`config.mk`:
```
export PLATFORM = sky130hd
export DESIGN_NAME = avl_rr_arbiter_2m1s
export DESIGN_NICKNAME = d
export VERILOG_FILES = /design/src/rtl/avl_rr_arbiter_2m1s.sv
export SDC_FILE = /design/constraint.sdc
export NUM_CORES = 1
export LEC_CHECK = 0
export CAP_MARGIN = 30
export CORE_AREA = 2 2 118 120
export DETAILED_ROUTE_END_ITERATION = 10
export DIE_AREA = 0 0 120 122
export GPL_TIMING_DRIVEN = 0
export SLEW_MARGIN = 40
export SYNTH_ARGS = -nofsm -noshare
export SYNTH_HDL_FRONTEND = slang
export SYNTH_SLANG_ARGS = --single-unit
```
`constraint.sdc`:
```
create_clock -name clk -period 3.2 [get_ports clk]
set_input_delay 0.64 -clock clk [delete_from_list [all_inputs] [get_ports clk]]
set_output_delay 0.64 -clock clk [all_outputs]
set_load 0.01 [all_outputs]
```
`src/rtl/avl_rr_arbiter_2m1s.sv`:
```
// Two-master, one-slave Avalon-style arbiter: round-robin request grant, zero-latency
// muxing, and an in-order ID FIFO that routes pipelined read responses to their issuer.
module avl_rr_arbiter_2m1s #(
  parameter int AW       = 32,
  parameter int DW       = 32,
  parameter int RD_DEPTH = 4
) (
  input  logic          clk,
  input  logic          rest,
  input  logic [AW-1:0] m0_address,
  input  logic          m0_write,
  input  logic          m0_read,
  input  logic [DW-1:0] m0_write_data,
  output logic          m0_request_ready,
  output logic [DW-1:0] m0_read_data,
  output logic          m0_read_data_valid,
  input  logic [AW-1:0] m1_address,
  input  logic          m1_write,
  input  logic          m1_read,
  input  logic [DW-1:0] m1_write_data,
  output logic          m1_request_ready,
  output logic [DW-1:0] m1_read_data,
  output logic          m1_read_data_valid,
  output logic [AW-1:0] s_address,
  output logic          s_write,
  output logic          s_read,
  output logic [DW-1:0] s_write_data,
  input  logic          s_request_ready,
  input  logic [DW-1:0] s_read_data,
  input  logic          s_read_data_valid,
  output logic          rsp_err
);

  localparam int PW = $clog2(RD_DEPTH);
  localparam logic [PW:0] FULL_CNT = (PW+1)'(RD_DEPTH);

  logic [RD_DEPTH-1:0] id_mem_q;
  logic [PW-1:0]       wr_ptr_q, rd_ptr_q, wr_ptr_d, rd_ptr_d;
  logic [PW:0]         count_q, count_d;
  logic                rr_last_q, rr_last_d;
  logic                rsp_err_q, rsp_err_d;

  logic fifo_full, fifo_empty, elig0, elig1, gnt0, gnt1;
  logic hs, push, pop, head_id;

  always_comb begin
    fifo_full  = (count_q == FULL_CNT);
    fifo_empty = (count_q == '0);
    // A full ID FIFO only blocks pure reads; writes never need a response slot.
    elig0 = m0_write | (m0_read & ~fifo_full);
    elig1 = m1_write | (m1_read & ~fifo_full);
    if (elig0 && elig1) begin
      gnt0 = rr_last_q;
      gnt1 = ~rr_last_q;
    end else begin
      gnt0 = elig0;
      gnt1 = elig1;
    end

    if (gnt1) begin
      s_address    = m1_address;
      s_write_data = m1_write_data;
      s_write      = m1_write;
      s_read       = m1_read & ~m1_write;
    end else if (gnt0) begin
      s_address    = m0_address;
      s_write_data = m0_write_data;
      s_write      = m0_write;
      s_read       = m0_read & ~m0_write;
    end else begin
      s_address    = m0_address;
      s_write_data = m0_write_data;
      s_write      = 1'b0;
      s_read       = 1'b0;
    end

    m0_request_ready = gnt0 & s_request_ready;
    m1_request_ready = gnt1 & s_request_ready;
    hs   = (gnt0 | gnt1) & s_request_ready;
    push = hs & s_read;

    head_id            = id_mem_q[rd_ptr_q];
    pop                = s_read_data_valid & ~fifo_empty;
    m0_read_data_valid = pop & ~head_id;
    m1_read_data_valid = pop & head_id;

    wr_ptr_d  = push ? wr_ptr_q + PW'(1) : wr_ptr_q;
    rd_ptr_d  = pop  ? rd_ptr_q + PW'(1) : rd_ptr_q;
    rr_last_d = hs ? gnt1 : rr_last_q;
    rsp_err_d = rsp_err_q | (s_read_data_valid & fifo_empty);
    case ({push, pop})
      2'b10:   count_d = count_q + (PW+1)'(1);
      2'b01:   count_d = count_q - (PW+1)'(1);
      default: count_d = count_q;
    endcase
  end

  assign m0_read_data = s_read_data;
  assign m1_read_data = s_read_data;
  assign rsp_err      = rsp_err_q;

  // ID storage holds no reset; occupancy is tracked solely by the pointers and count.
  always_ff @(posedge clk) begin
    if (push) begin
      id_mem_q[wr_ptr_q] <= gnt1;
    end
  end

  always_ff @(posedge clk) begin
    if (rest) begin
      wr_ptr_q  <= '0;
      rd_ptr_q  <= '0;
      count_q   <= '0;
      rr_last_q <= 1'b1;
      rsp_err_q <= 1'b0;
    end else begin
      wr_ptr_q  <= wr_ptr_d;
      rd_ptr_q  <= rd_ptr_d;
      count_q   <= count_d;
      rr_last_q <= rr_last_d;
      rsp_err_q <= rsp_err_d;
    end
  end

endmodule
```
* After elaboration in Yosys (flattened, before gate mapping)
Cells that the tools add are included.
Storage, ports and cells: word-level logic and storage cells 56, flip-flop bits (word level) 13, output and inout port bits 135, input port bits 168
Cells by class: $add $sub $neg 4, order comparisons 3, bitwise gates (word level) 22, equal/unequal tests 3, reduce and logical (&&, ||, !) cells 4, mux-type cells 14
Operator list (number):
- 32-bit two-way mux | 2
- 1-bit bitwise AND | 12
- 1-bit two-way mux | 8
- 2-bit by 3-bit less-than comparator with 1-bit output, second input constant | 2
- 1-bit inverter | 6
- 3-bit one-hot mux with 2 select lines | 1
- 2-bit by 1-bit adder with 2-bit output, second input constant | 2
- 4-bit bitwise mux | 1
- 1-bit bitwise OR | 4
- 3-bit by 1-bit adder with 3-bit output, second input constant | 1
- 3-bit equality test, second input constant | 1
- 3-bit logical NOT | 1
- 3-bit by 1-bit subtractor with 3-bit output, second input constant | 1
- 1-bit binary-select mux with 2-bit select | 1
- 1-bit demux with 2-bit select | 1
- 2-bit by 1-bit equality test with 1-bit output, second input constant | 1
- 2-bit equality test, second input constant | 1
- 2-bit by 1-bit greater-or-equal comparator with 1-bit output, second input constant | 1
- 1-bit logical AND | 2
- 2-bit nonzero test | 1

* Depth between registers and ports, before layout
Gate-level depths: netlist of run 1.
depth in word-level cells 11, depth in mapped cells 10

* Worst setup path before layout of run 1
No wires, ideal clock.
path kind input to register, from input port m0_write, to register count_q[2], data required time 3.130 ns, arrival time 2.469 ns, slack 0.660 ns, path buffers 0, stages 10, cell sequence and3b_1 a311oi_1 nor2_1 inv_1 ha_1 inv_1 fa_1 xor2_1 or3_1 a21oi_1
On the way: cells in the longest elaborated chain, start to end 8
Ends and longest elaborated chain:
- start, declared | line 11 | input logic m0_write,
- 1-bit bitwise OR | line 50 | elig0 = m0_write | (m0_read & ~fifo_full);
- 1-bit logical AND | line 52 | if (elig0 && elig1) begin
- 1-bit two-way mux | line 52
- 1-bit bitwise OR or 1-bit two-way mux (tied branches) | line 79, 65
- 1-bit bitwise AND or 1-bit two-way mux (tied branches) | line 79, 60
- 1-bit bitwise AND (*) | line 80 | push = hs & s_read;
- 2-bit by 1-bit equality test with 1-bit output or 2-bit equality test (tied branches) | line 91 | case ({push, pop})
- 3-bit one-hot mux with 2 select lines or 2-bit nonzero test (tied branches)
- end signal, assigned | line 119 | count_q <= count_d;
- end, declared | line 39 | logic [PW:0] count_q, count_d;
Every way passes the cells marked *; elsewhere a longest branch is shown, timed or not. A chain may end at the register's enable or synchronous reset.

* Final worst setup path of run 1
from register count_q[2], to output port s_address[6]
On the way: cells in the longest elaborated chain, start to end 7
Ends and longest elaborated chain:
- 3-bit equality test (*) | line 47 | fifo_full = (count_q == FULL_CNT);
- 1-bit inverter (*) | line 50, 51
- 1-bit bitwise AND, on equally long branches | line 50, 51
- 1-bit bitwise OR, on equally long branches | line 50, 51
- 1-bit logical AND | line 52
- 1-bit two-way mux (*) | line 52
- 32-bit two-way mux (*) | line 60 | if (gnt1) begin
- end, declared | line 24 | output logic [AW-1:0] s_address,
Marks and branches as above.

==> impl_metrics.ini, run 1 <==
[die]
std_cell_rows = 43
die_area_um2 = 14640
die_h_um = 122
coreArea_um2 = 13500
start_util_pct = 16.79
die_w_um = 120
ios = 303

[power]
powerDensity_nw_per_um2 = 284.9
vdd_drop_max_uv = 293.7
leakage_nw = 2.315

[worst_hold_path]
worstHoldPathType = reg -> reg
hold_depth = 2

[global_route]
antenna_found_initial = 0
grt_max_degree = 14
grt_first_pass_wirelength_um = 13840
global_route.overflow_total = 0
grt_pass1_vias = 2514
track_usage_pct = 11.94

[logic_synthesis]
syn-mean-instance-area_um2 = 10.50
synth_top_cells_by_count = 64 x buf_4, 49 x mux2_4, 16 x mux2_2, 12 x nor2_1, 9 x dfxtp_1
synth_area_um2 = 2267
syn_inst = 216
synth_top_cell_by_area = mux2_4
ys_seq_elements = 13
yosysWarningCount = 0
ys.flop_type = dfxtp_1
synth.most_common_cell = buf_4
synth_edf_count = 4
synth_top_area_share_pct = 32.45
yosysUniqueCellTypes = 35
async_flop_share_pct = 0
ys_seq_area_share_pct = 13.25
syn-num-nets = 390
synth_area_leaders = mux2_4 32%, buf_4 21%, dfxtp_1 7.9%

[detailed_routing]
drt_iter0_drc = 24
drtPass1Iterations = 3
drc_errors = 0
wl_per_cell_um = 14.64
final_antenna_net_count = 0
routed_via_density = 3.705
vias = 2490
routed_wl_um = 9839

[finish]
fillerInstances = 1344
diodes = 0
nets = 667
areaGrowthSynthToFinish_pct = 132.6
final_layout_size_suffix_gt1_share_pct = 29.88

[clocking]
cts_buffers = 3
clock_tree.htree_level_count = 1
clock_path_buffers = 2
cts.sinks = 13
clkSlewWorstSetupHoldPaths_ns = 0.04
insertion_delay_ns = 0.24
cts_tree = done
cts-root-buf = clkbuf_16

[outcome]
status = finished, final reports clean

[setup_path]
cp_common_cell = buf_12
cp_cell_sequence = or3b_4 -> a21oi_4 -> nor2_4 -> buf_12 -> buf_12 -> mux2_2 -> clkdlybuf4s50_1
reg2reg_from = rr_last_q
crit_path_max_fanout = 8
slowest_stage = clkdlybuf4s50_1
worstPathRequired_ns = 2.56
cp_slowest_stage_delay_ns = 0.53
crit_path_start = count_q[2]
r2r_cells = 10
cp-start-kind = register
end_kind = output port
cp.depth = 7
endpoint = s_address[6]
arrival_ns = 2.41
worstSetupPathType = reg -> out
reg2reg_slack_ns = 0.69
r2r_end = count_q[2]
worst-path-buf-inv = 3
critPathTopFamily = buffers and inverters

[sta]
whs_ns = 0.4739
fin_setup_tns_ns = 0
finalHoldViolCount = 0
finalSetupViolCount = 0
slew_violations = 0
tightest_slew_ns = 0.4322
setup_ws_ns = 0.1466
fmax_ghz = 0.3275
finalCritPeriodShare_pct = 95.42
slew_headroom_pct = 71.08
final.min_clock_period_ns = 3.053
rsz0062_at_grt = false
fin_skew_ns = 0.001351

[run]
max_cap_viol_count = 0

[placed_design]
gp_congestion = 0.7526
dpl_worst_slack_ns = -0.2683
dp_hpwl_um = 8832
portBuffers = 270
-- state kept, by name (all words and copies together) (netlist names) --
register   flops
rr_last_q      1
count_q        3
rsp_err        1
id_mem_q       4
rd_ptr_q       2
wr_ptr_q       2
-- metrics by stage --
step | utilization, % | total power [mW] | std cells | instance area (um^2)
detailed placement | 38.47 | 1.321 | 666 | 5195
floorplan | - | 0.7736 | 216 | 2267
global route | 39.04 | 1.597 | 672 | 5273
finish | 39.04 | 1.502 | 672 | 5273
global placement | 38.47 | 1.307 | 666 | 5195
CTS | 38.95 | 1.529 | 672 | 5260
-- repair_timing --
item	CTS	global route
buffers inserted	2	0
resized for setup	56	5
hold buffers	0	0
endpoints found under the setup margin	64	14
pin swaps	1	2
-- where the power goes --
group | internal [mW] | leakage [nW] | switching, mW
clock network | 0.166 | 0.0409 | 0.0693
registers | 0.200 | 0.111 | 0.0310
logic | 0.670 | 2.16 | 0.365
-- routing by layer --
layer	track usage [%]	share of wire, %
met1	13.60	37
met2	23.44	55
met3	1.966	6.5
met4	1.985	0.62
met5	0	0
-- worst min-delay path by stage --
stage                     start  slack [ns]     endpoint
floorplan           wr_ptr_q[1]        0.48  wr_ptr_q[1]
global placement        rsp_err        0.46      rsp_err
detailed placement      rsp_err        0.47      rsp_err
CTS                     rsp_err        0.49      rsp_err
global route            rsp_err        0.54      rsp_err
finish                  rsp_err        0.47      rsp_err
-- final cells by class --
type / instances / area [um^2] / share of cell area [%]
timing repair buffer: 272 / 2680 / 50.83
multi-input combinational: 124 / 1349 / 25.58
buffer: 72 / 611.8 / 11.60
sequential: 13 / 300.3 / 5.695
tap: 180 / 225.2 / 4.271
clock buffer: 3 / 75.07 / 1.424
inverter: 7 / 26.28 / 0.4983
clock inverter: 1 / 5.005 / 0.09492
-- worst min-delay path, cell delays in order, from the launching register on --
cell and delay [ns]:
dfxtp_1 0.32, a21oi_1 0.04, nor2_1 0.07
-- logic make-up (layout without fill, tap and decap cells) --
group / after synthesis / after routing / share of synthesized area [%]
xor gates and xnor gates: 4 / 4 / 1.546
buffers and inverters: 79 / 355 / 27.65
adders and majority gates: 6 / 6 / 3.642
and+or+nand+nor: 35 / 35 / 8.334
DFF: 13 / 13 / 13.25
muxes: 67 / 67 / 41.83
AOI/OAI and AO/OA: 12 / 12 / 3.753
-- placed cells by master, fill, tap and decap left out, drive strengths merged, types with 3 or more instances in the layout --
master,netlist,final
clkbuf,1,4
nand2,5,5
dfxtp,9,9
nor2,13,13
mux2,65,65
dlygate4sd2,0,50
xor2,3,3
buf,71,73
a21oi,6,6
dlymetal6s2s,0,5
ha,5,5
inv,7,7
clkdlybuf4s50,0,215
and2,5,5
nor3b,4,4
edfxtp,4,4
Note: power is estimated with default switching activity, not from simulation.
==> run 2: changes to the inputs <==
--- a/config.mk
+++ b/config.mk
@@ -7,10 +7,11 @@
 export LEC_CHECK = 0
 export CAP_MARGIN = 30
 export CORE_AREA = 2 2 118 120
+export CTS_CLUSTER_SIZE = 24
 export DETAILED_ROUTE_END_ITERATION = 10
 export DIE_AREA = 0 0 120 122
 export GPL_TIMING_DRIVEN = 0
-export SLEW_MARGIN = 40
+export SLEW_MARGIN = 20
 export SYNTH_ARGS = -nofsm -noshare
 export SYNTH_HDL_FRONTEND = slang
 export SYNTH_SLANG_ARGS = --single-unit
==> results of run 2 <==
No change in the layout: final DEF, timing and power equal those of run 1.
==> run 3: changes to the inputs <==
--- a/config.mk
+++ b/config.mk
@@ -11,6 +11,7 @@
 export DETAILED_ROUTE_END_ITERATION = 10
 export DIE_AREA = 0 0 120 122
 export GPL_TIMING_DRIVEN = 0
+export SKIP_LAST_GASP = 1
 export SLEW_MARGIN = 20
 export SYNTH_ARGS = -nofsm -noshare
 export SYNTH_HDL_FRONTEND = slang
==> results of run 3 <==
No change in the layout: final DEF, timing and power equal those of run 1.
